===== src/rtl/line_encoder_fifo.sv =====
// Rising-edge detector on four one-hot decode lines. Each event is encoded back
// to its 2-bit select code {A,B} and queued in a small FIFO drained by valid/ready.
module line_encoder_fifo #(
    parameter int DEPTH = 4
) (
    input  logic                       clk,
    input  logic                       rst_n,
    input  logic                       F1,
    input  logic                       F2,
    input  logic                       F3,
    input  logic                       F4,
    input  logic                       clr_flags,
    input  logic                       out_ready,
    output logic                       out_valid,
    output logic [1:0]                 out_code,
    output logic [$clog2(DEPTH+1)-1:0] count,
    output logic                       multi_err,
    output logic                       overflow
);

    localparam int PW = (DEPTH > 1) ? $clog2(DEPTH) : 1;
    localparam int CW = $clog2(DEPTH + 1);

    logic [3:0]    r_in_q;
    logic [3:0]    r_prev_q;
    logic [PW-1:0] r_wr_ptr;
    logic [PW-1:0] r_rd_ptr;
    logic [CW-1:0] r_count;
    logic          r_multi_err;
    logic          r_overflow;
    logic [1:0]    r_mem [DEPTH];

    logic [3:0]    w_rise;
    logic [1:0]    w_code;
    logic          w_multi;
    logic          w_push;
    logic          w_pop;
    logic          w_full;
    logic          w_empty;
    logic          w_write;
    logic          w_drop;

    // Bit 3 is F1 (code 11) down to bit 0 = F4 (code 00).
    generate
        for (genvar gi = 0; gi < 4; gi++) begin : g_edge
            assign w_rise[gi] = r_in_q[gi] & ~r_prev_q[gi];
        end
    endgenerate

    always_comb begin
        w_code = 2'b00;
        if (w_rise[3])      w_code = 2'b11;
        else if (w_rise[2]) w_code = 2'b10;
        else if (w_rise[1]) w_code = 2'b01;
        else                w_code = 2'b00;
    end

    // More than one bit set: clearing the lowest set bit leaves something.
    assign w_multi = |(w_rise & (w_rise - 4'd1));
    assign w_push  = |w_rise;
    assign w_full  = (r_count == CW'(DEPTH));
    assign w_empty = (r_count == '0);
    assign w_pop   = ~w_empty & out_ready;
    // When full, a simultaneous pop frees the slot at rd_ptr == wr_ptr.
    assign w_write = w_push & (~w_full | w_pop);
    assign w_drop  = w_push & w_full & ~w_pop;

    always_ff @(posedge clk) begin
        if (w_write) begin
            r_mem[r_wr_ptr] <= w_code;
        end
    end

    always_ff @(posedge clk or negedge rst_n) begin
        if (!rst_n) begin
            r_in_q      <= '0;
            r_prev_q    <= '0;
            r_wr_ptr    <= '0;
            r_rd_ptr    <= '0;
            r_count     <= '0;
            r_multi_err <= 1'b0;
            r_overflow  <= 1'b0;
        end else begin
            r_in_q   <= {F1, F2, F3, F4};
            r_prev_q <= r_in_q;

            if (w_write) r_wr_ptr <= r_wr_ptr + PW'(1);
            if (w_pop)   r_rd_ptr <= r_rd_ptr + PW'(1);

            case ({w_write, w_pop})
                2'b10:   r_count <= r_count + CW'(1);
                2'b01:   r_count <= r_count - CW'(1);
                default: r_count <= r_count;
            endcase

            if (w_multi)        r_multi_err <= 1'b1;
            else if (clr_flags) r_multi_err <= 1'b0;

            if (w_drop)         r_overflow <= 1'b1;
            else if (clr_flags) r_overflow <= 1'b0;
        end
    end

    assign out_valid = ~w_empty;
    assign out_code  = w_empty ? 2'b00 : r_mem[r_rd_ptr];
    assign count     = r_count;
    assign multi_err = r_multi_err;
    assign overflow  = r_overflow;

endmodule


===== config.mk =====
export PLATFORM = sky130hd
export DESIGN_NAME = line_encoder_fifo
export DESIGN_NICKNAME = d
export VERILOG_FILES = /design/src/rtl/line_encoder_fifo.sv
export SDC_FILE = /design/constraint.sdc
export NUM_CORES = 1
export LEC_CHECK = 0
export ABC_AREA = 1
export CORE_MARGIN = 8
export CORE_UTILIZATION = 51
export DETAILED_ROUTE_END_ITERATION = 10
export PLACE_DENSITY = 0.75
export SLEW_MARGIN = 20
export SYNTH_ARGS = -nofsm -noshare
export SYNTH_HDL_FRONTEND = slang
export SYNTH_SLANG_ARGS = --single-unit
export TNS_END_PERCENT = 1

===== constraint.sdc =====
create_clock -name clk -period 2.1 [get_ports clk]
set_input_delay 0.42 -clock clk [delete_from_list [all_inputs] [get_ports clk]]
set_output_delay 0.42 -clock clk [all_outputs]
set_load 0.03 [all_outputs]

==> metrics.md, run 1 <==
| Metric | Value |
|---|---|
| Post-Place Worst Slack | -0.154 ns |
| Port Buf Inserts | 15 |
| Number of synthesized register bits | 25 |
| Post-Route WL | 1850 um |
| Lkg Pwr | 0.659 nW |
| Setup slack after layout | 0.189 ns |
| H-Tree Depth | 1 |
| Net count, final | 149 |
| Placer Congestion | 0.792 |
| ANT nets after route | 0 |
| Cells along the critical path | nor2_1 > nand2_1 > o21ai_4 > ha_1 > inv_1 > fa_1 > or2_0 > nand2_1 > xor2_1 |
| Vias after detailed routing | 770 |
| Root Driver | clkbuf_4 |
| Setup Total Neg Slack | 0 ns |
| Critical path required time | 2.35 ns |
| Slowest-stage cell, CP | dfrtp_1 |
| Most common cell on crit path | nand2_1 |
| Setup crit end kind | register |
| CP max FO | 4 |
| Gate count of the mapped netlist | 109 |
| Final setup vio count | 0 |
| R2r setup slk | 0.19 ns |
| Hold wc startpoint | r_in_q[0] |
| HPWL after DPL | 1470 um |
| P&R area growth vs syn | 22.4% |
| Pwr dens | 1260 nW/um^2 |
| CP Data Arrival Time | 2.16 ns |
| Placed Area | 1360 sq um |
| Fin crit period | 1.91 ns |
| Most frequent cells in the layout | 21 x inv_1, 17 x dfrtp_1, 15 x nor2_1, 15 x nand2_1, 12 x clkdlybuf4s50_1 |
| Layout cell share with drive strength beyond 1 | 13.4% |
| Max Cap Viol | 0 |
| Sequential fraction of the synthesis area | 59.2% |
| Row count | 17 |
| Clk buf depth | 2 |
| Initial antenna violation count | 0 |
| Commonest non-fill, non-tap cell in the layout | inv_1 |
| RR Startpoint | count[1] |
| Cells on worst reg2reg path | 9 |
| Distinct cells, synth | 18 |
| IO Count | 16 |
| Ys Warns | 0 |
| Final Cycle Share | 91.0% |
| Initial core utilization | 52.3% |
| Status | completed |
| Total core area | 2150 sq um |
| Clock share of power | 11.9% |
| Via/cell ratio | 4.75 |
| Pin count of the biggest net entering global routing | 18 |
| Hold Path Sink | r_prev_q[0] |
| Clk pin slew, worst setup/hold paths | 0.12 ns |
| Fmax achieved | 0.523 GHz |
| Crit path launch type | register |
| Clk_lat worst skew | 0.32 ns |
| Critical Path Source | count[1] |
| Die ar. | 3960 sq um |
| TritonRoute pass-1 iters | 4 |
| Hold Path Class | reg2reg |
| Routed len/inst | 11.4 um |
| DR iter-0 viols | 24 |
| Final Max Slew Viols | 0 |
| Clock skew | 0.00192 ns |
| Slew margin rel. | 78.8% |
| Mean Syn Cell Area | 10.3 sq um |
| Cell depth of the worst min-delay path | 0 |
| Total track usage | 10.6% |
| Max VDD drop | 0.620 mV |
| Sequential power share | 42.1% |
| Remaining global-route overflow | 0 |
| Clock sinks | 25 |
| Slowest stage delay, CP | 0.44 ns |
| Cell area after layout | 1380 sq um |
| RSZ-0062 raised after global routing | false |
| Die height | 62.9 um |
| # DRC | 0 |
| Die outline width | 62.9 um |
| Post-CTS Setup Inserts | 0 |
| Slew @ Worst Pin | 0.318 ns |
| Final Hold Viols | 0 |
| Kind of critical path | reg2reg |
| Pwr Total | 1.73 mW |
| # diodes | 0 |
| Fin Hold WS | 0.398 ns |
| First-pass GRT wire length | 3410 um |
| Sw Ratio | 41.0% |
| Combinational fraction of design power | 45.9% |
| Cell Area, Synth | 1120 sq um |
| Capturing point of the worst reg2reg path | count[2] |
| Sw power | 710 uW |
| Cell-internal power | 1.02 mW |
| Synth Net Count | 123 |
| CTS tree | yes |
| CTS buffer count | 3 |
| Vias in the first global route | 815 |
## cell usage after synthesis
cell	n	area, sq um
inv_1	21	78.8
dfrtp_1	17	425
nand2_1	16	60.1
nor2_1	15	56.3
edfxtp_1	8	240
o21ai_0	7	35.0
ha_1	5	62.6
nand3_1	4	20.0
a21oi_1	3	15.0
nand2_4	3	33.8
nand2_2	2	12.5
xor2_1	2	17.5
fa_1	1	20.0
o211ai_1	1	7.51
o21a_1	1	7.51
o21ai_4	1	16.3
or2_0	1	6.26
xnor2_1	1	8.76
## flip-flops by register name, summed over array words and instances (netlist names)
signal / cells
r_wr_ptr: 2
count: 3
r_rd_ptr: 2
multi_err: 1
r_prev_q: 4
r_in_q: 4
r_mem: 8
overflow: 1
## cell families after synthesis
| kind of cell | Yosys count | synth area share, % |
|---|---|---|
| flip-flops | 25 | 59.2 |
| buffers and inverters | 21 | 7.02 |
| XOR/XNOR | 3 | 2.34 |
| adder cells (fa/ha/maj) | 6 | 7.35 |
| AO/OA/AOI/OAI | 13 | 7.24 |
| AND/OR/NAND/NOR | 41 | 16.8 |
## power groups by stage
stage / clock network (mW) / registers, mW / logic (mW)
after global placement: 0 / 0.733 / 0.812
after detailed placement: 0 / 0.741 / 0.840
after floorplan: 0 / 0.798 / 0.465
after CTS: 0.218 / 0.731 / 0.818
after global routing: 0.233 / 0.750 / 0.906
final: 0.207 / 0.730 / 0.795
## worst max path at each step
stage / endpoint / slack [ns] / cells after the start
5_1_grt: count[2] / 0.005 / 9
3_3_place_gp: count[2] / -0.11 / 10
4_1_cts: out_valid / 0.01 / 3
2_1_floorplan: count[2] / 0.07 / 10
6_report: count[2] / 0.19 / 9
3_5_place_dp: count[2] / -0.15 / 10
## worst max-delay path, delay by kind of cell (launching register included)
family / cells / cell delay (ns)
AND/OR/NAND/NOR: 4 / 0.63
buffers and inverters: 1 / 0.06
XOR/XNOR: 1 / 0.13
flip-flops: 1 / 0.44
adder cells (fa/ha/maj): 2 / 0.52
AO/OA/AOI/OAI: 1 / 0.08
## routing by layer
metal	share of wire, %	track usage [%]
met1	42	10.4
met2	51	18.7
met3	5.8	4.30
met4	1.9	5.13
met5	0	0
## final cells by class
cell class	instances	area (sq um)
clock buffer	4	26.3
fill	173	773
inverter	21	78.8
multi-input combinational	63	382
sequential	25	666
tap	28	35.0
timing repair buffer	21	188
## what timing repair did
action                     in CTS  in global routing
gates resized for setup         2                  5
cloned                          0                  0
hold buffers                    0                  0
setup endpoints to repair       2                  3
## per-stage QoR
| stage | instances | util (%) |
|---|---|---|
| global placement | 158 | 63.1 |
| finish | 162 | 64.0 |
| detailed placement | 158 | 63.1 |
| global route | 162 | 64.0 |
| CTS | 162 | 64.2 |
| floorplan | 109 | - |
Note: power is estimated with default switching activity, not from simulation.
==> inputs of run 2 (changes only) <==
--- a/config.mk
+++ b/config.mk
@@ -6,11 +6,10 @@
 export NUM_CORES = 1
 export LEC_CHECK = 0
 export ABC_AREA = 1
-export CORE_MARGIN = 8
 export CORE_UTILIZATION = 51
 export DETAILED_ROUTE_END_ITERATION = 10
 export PLACE_DENSITY = 0.75
-export SLEW_MARGIN = 20
+export SLEW_MARGIN = 25
 export SYNTH_ARGS = -nofsm -noshare
 export SYNTH_HDL_FRONTEND = slang
 export SYNTH_SLANG_ARGS = --single-unit
==> metrics.md, run 2 (synthesis results as in run 1) <==
| Metric | Value |
|---|---|
| Status | completed |
| Lkg Pwr | 0.664 nW |
| ANT nets after route | 0 |
| CTS tree | yes |
| IO Count | 16 |
| Clk buf depth | 2 |
| Hold Path Class | in2async |
| Max Cap Viol | 0 |
| Final setup vio count | 0 |
| Die height | 48.9 um |
| Clk pin slew, worst setup/hold paths | 0.13 ns |
| Fin crit period | 2.01 ns |
| Sw Ratio | 41.1% |
| Port Buf Inserts | 15 |
| Die ar. | 2390 sq um |
| Kind of critical path | reg2out |
| CTS buffer count | 3 |
| Crit path launch type | register |
| Cells on worst reg2reg path | 9 |
| CTS resizes | 2 |
| Sw power | 723 uW |
| Final Hold Viols | 0 |
| Total track usage | 18.2% |
| Pwr dens | 1270 nW/um^2 |
| Setup crit end | out_code[1] |
| CTS Hold Buffers Added | 0 |
| Vias in the first global route | 795 |
| Initial core utilization | 55.6% |
| CP max FO | 6 |
| Slew @ Worst Pin | 0.320 ns |
| Slew margin rel. | 78.6% |
| Critical path required time | 1.68 ns |
| TritonRoute pass-1 iters | 3 |
| Clk_lat worst skew | 0.32 ns |
| # DRC | 0 |
| Metal1 wirelength | 789 um |
| Total core area | 2020 sq um |
| Utilization after layout | 68.6% |
| Post-Route WL | 1810 um |
| Clock sinks | 25 |
| Clock share of power | 11.9% |
| H-Tree Depth | 1 |
| Combinational fraction of design power | 46.1% |
| Via/cell ratio | 4.80 |
| Max VDD drop | 0.904 mV |
| Die outline width | 48.9 um |
| Reg with most FFs | r_mem |
| CP Data Arrival Time | 1.59 ns |
| # diodes | 0 |
| R2r setup slk | 0.20 ns |
| Commonest non-fill, non-tap cell in the layout | inv_1 |
| Pwr Total | 1.76 mW |
| First-pass GRT wire length | 3190 um |
| Top Registers | r_mem: 8 flops, r_in_q: 4 flops, r_prev_q: 4 flops |
| Placer Congestion | 0.790 |
| HPWL after DPL | 1410 um |
| Clock skew | 0.00862 ns |
| Setup crit end kind | output pin |
| Most frequent cells in the layout | 21 x inv_1, 17 x dfrtp_1, 15 x nand2_1 |
| Pin count of the biggest net entering global routing | 18 |
| P&R area growth vs syn | 23.5% |
| Max FFs per register | 8 |
| RSZ-0062 raised after global routing | true |
| Layout cell share with drive strength beyond 1 | 14.8% |
| Final Cycle Share | 95.7% |
| Cell-internal power | 1.03 mW |
| Fmax achieved | 0.498 GHz |
| Critical Path Source | r_rd_ptr[0] |
| Sequential power share | 42.0% |
| RR Startpoint | count[0] |
| Met2 wire length | 917 um |
| DR iter-0 viols | 9 |
| Top layer in use | met4 |
| Met3 wire len | 50 um |
| Initial antenna violation count | 0 |
| Vias after detailed routing | 778 |
| Net count, final | 150 |
| Final Max Slew Viols | 0 |
| Capturing point of the worst reg2reg path | count[2] |
| Remaining global-route overflow | 0 |
| Post-CTS Setup Inserts | 0 |
| Root Driver | clkbuf_4 |
| Row count | 16 |
| Routed len/inst | 11.2 um |
run 2: cell types whose count changed in the layout (fill, tap and decap cells not counted), sizes merged:
| cell | delta |
|---|---|
| buf | +1 |
| clkdlybuf4s15 | +1 |
| clkdlybuf4s50 | +1 |
| clkinv | +1 |
| clkbuf | -2 |
| dlymetal6s2s | -1 |
run 2: layout make-up:
class                      instances  area, sq um
clock inverter                     1         5.00
tap                               27         33.8
timing repair buffer              22          198
fill                             172          634
sequential                        25          666
multi-input combinational         63          384
clock buffer                       3         22.5
inverter                          21         78.8
run 2: worst min-delay path by stage:
stage / cells after the start / from / endpoint
after global routing: 2 / rst_n / r_rd_ptr[0]
after CTS: 0 / r_in_q[0] / r_prev_q[0]
after detailed placement: 0 / r_in_q[0] / r_prev_q[0]
after floorplan: 0 / rst_n / count[0]
final: 2 / rst_n / r_rd_ptr[1]
after global placement: 0 / r_in_q[0] / r_prev_q[0]
run 2: power by group through the flow:
| stage | Sequential (mW) | Clock, mW | Combinational (mW) |
|---|---|---|---|
| global placement | 0.734 | 0 | 0.811 |
| floorplan | 0.798 | 0 | 0.465 |
| finish | 0.738 | 0.209 | 0.811 |
| CTS | 0.734 | 0.218 | 0.821 |
| global route | 0.753 | 0.233 | 0.901 |
| detailed placement | 0.744 | 0 | 0.839 |
run 2: routing by layer:
layer / global-route usage (%) / vias to the layer above
li1: - / 393
met5: 0 / -
met1: 20.8 / 368
met2: 31.5 / 13
met3: 2.18 / 4
met4: 12.7 / 0
run 2: worst max-delay path, stage by stage, from the launching register on:
cell and delay [ns]:
dfrtp_1 0.46, inv_1 0.17, o21ai_0 0.11, a21oi_1 0.15, clkdlybuf4s15_1 0.38
run 2: metrics by stage:
step                      std cells  hold WS, ns  setup WS (ns)  TNS (ns)  area (sq um)
after floorplan                 109        0.124         0.0698         0          1130
after global placement          158        0.367        -0.0925   -0.0925          1360
after detailed placement        158        0.372         -0.199    -0.220          1360
after CTS                       162        0.403         0.0471         0          1390
after global routing            162        0.408       -0.00339  -0.00617          1390
final                           162        0.397         0.0902         0          1390
==> inputs of run 3 (changes only) <==
--- a/config.mk
+++ b/config.mk
@@ -7,6 +7,7 @@
 export LEC_CHECK = 0
 export ABC_AREA = 1
 export CORE_UTILIZATION = 51
+export CTS_BUF_LIST = sky130_fd_sc_hd__clkbuf_8
 export DETAILED_ROUTE_END_ITERATION = 10
 export PLACE_DENSITY = 0.75
 export SLEW_MARGIN = 25
==> metrics.md, run 3 (synthesis results as in run 1) <==
| Metric | Value |
|---|---|
| Vias after detailed routing | 783 |
| Port Buf Inserts | 15 |
| Root Driver | clkbuf_8 |
| CTS buffer count | 3 |
| Final Hold Viols | 0 |
| Hold Path Class | reg2reg |
| CTS Hold Buffers Added | 0 |
| First-pass GRT wire length | 3170 um |
| Hold wc startpoint | r_in_q[0] |
| RR Startpoint | count[0] |
| Die ar. | 2390 sq um |
| Reg with most FFs | r_mem |
| Initial core utilization | 55.6% |
| DR iter-0 viols | 5 |
| Pwr Total | 1.83 mW |
| Final Max Slew Viols | 0 |
| HPWL after DPL | 1410 um |
| Capturing point of the worst reg2reg path | count[2] |
| Die height | 48.9 um |
| CTS tree | yes |
| Met2 usage | 31.5% |
| Final setup vio count | 0 |
| Slew margin rel. | 78.6% |
| Clock sinks | 25 |
| Fmax achieved | 0.500 GHz |
| Clk buf depth | 2 |
| Total core area | 2020 sq um |
| Cell area after layout | 1410 sq um |
| # DRC | 0 |
| Status | completed |
| Initial antenna violation count | 0 |
| Placed Area | 1360 sq um |
| Max Cap Viol | 0 |
| TritonRoute pass-1 iters | 4 |
| Kind of critical path | reg2out |
| Layout cell share with drive strength beyond 1 | 16.3% |
| Setup Total Neg Slack | 0 ns |
| Final Cycle Share | 95.2% |
| Row count | 16 |
| Cells on worst reg2reg path | 9 |
| Remaining global-route overflow | 0 |
| CP Data Arrival Time | 1.58 ns |
| Commonest non-fill, non-tap cell in the layout | inv_1 |
| Setup crit end kind | output pin |
| CP max FO | 4 |
| Lkg Pwr | 0.672 nW |
| Net count, final | 150 |
| Most frequent cells in the layout | 20 x inv_1, 17 x dfrtp_1, 15 x nor2_1 |
| Pin count of the biggest net entering global routing | 18 |
| Max FFs per register | 8 |
| Crit path launch type | register |
| Critical path required time | 1.68 ns |
| Fin crit period | 2.00 ns |
| Total track usage | 18.5% |
| Pwr dens | 1290 nW/um^2 |
| Met3 Usage GRT | 4.05% |
| ANT nets after route | 0 |
| Top Registers | r_mem: 8 flops, r_in_q: 4 flops, r_prev_q: 4 flops |
| # diodes | 0 |
| R2r setup slk | 0.21 ns |
| Slew @ Worst Pin | 0.320 ns |
| Via/cell ratio | 4.83 |
| M1 GR Usage | 20.4% |
| Die outline width | 48.9 um |
| GR peak layer | met2 |
| Cell depth of the worst min-delay path | 0 |
| Post-Route WL | 1810 um |
| Hold Path Sink | r_prev_q[0] |
| Routed len/inst | 11.2 um |
| H-Tree Depth | 1 |
| Clk pin slew, worst setup/hold paths | 0.08 ns |
| IO Count | 16 |
| Placer Congestion | 0.790 |
| Post-CTS Setup Inserts | 0 |
| P&R area growth vs syn | 25.8% |
| Clock skew | 0.00488 ns |
| Vias in the first global route | 798 |
| Clk_lat worst skew | 0.27 ns |
| Max VDD drop | 0.980 mV |
==> run 3: changes by cell type in the layout (fill, tap and decap cells not counted), sizes merged <==
cell and delta:
dlygate4sd2 +2, clkbuf -1, clkdlybuf4s15 -1
==> run 3: routing by layer <==
| metal | vias to the layer above | share of wire [%] |
|---|---|---|
| met5 | - | 0 |
| met4 | 0 | 2.8 |
| met3 | 4 | 3.5 |
| met2 | 18 | 51 |
| met1 | 370 | 42 |
| li1 | 391 | - |
==> run 3: how the worst max path moves through the flow <==
stage | start | slack [ns] | to
finish | count[0] | 0.10 | out_valid
global route | count[0] | -0.004 | out_valid
CTS | out_ready | 0.09 | count[2]
detailed placement | out_ready | -0.20 | count[2]
global placement | out_ready | -0.09 | count[2]
floorplan | count[0] | 0.07 | count[2]
==> run 3: metrics by stage <==
stage          util (%)  std cells  hold WS, ns  worst slack [ns]
4_1_cts            69.6        162        0.392            0.0853
2_1_floorplan         -        109        0.124            0.0698
3_3_place_gp       67.4        158        0.367           -0.0925
5_1_grt            69.9        162        0.396          -0.00392
6_report           69.9        162        0.386             0.100
3_5_place_dp       67.4        158        0.372            -0.199
==> run 3: worst max-delay path, cell delays in order, from the launching register on <==
cell	delay (ns)
dfrtp_1	0.43
nor2_1	0.19
nand2_2	0.10
clkdlybuf4s50_1	0.60
==> run 3: what timing repair did <==
item	CTS	global route
pin swaps	0	2
setup endpoints to repair	2	1
resized for setup	2	4
==> run 3: final cells by class <==
class	instances	area (sq um)
Sequential cell	25	666
Fill cell	164	608
Multi-Input combinational cell	63	389
Timing Repair Buffer	22	200
Inverter	21	78.8
Clock buffer	3	41.3
Tap cell	27	33.8
Clock inverter	1	5.00
==> run 3: where the power goes <==
group | total (mW) | switching (mW) | leakage [nW] | internal [mW]
registers | 0.734 | 0.0939 | 0.276 | 0.641
clock network | 0.275 | 0.143 | 0.0255 | 0.133
logic | 0.821 | 0.492 | 0.370 | 0.330
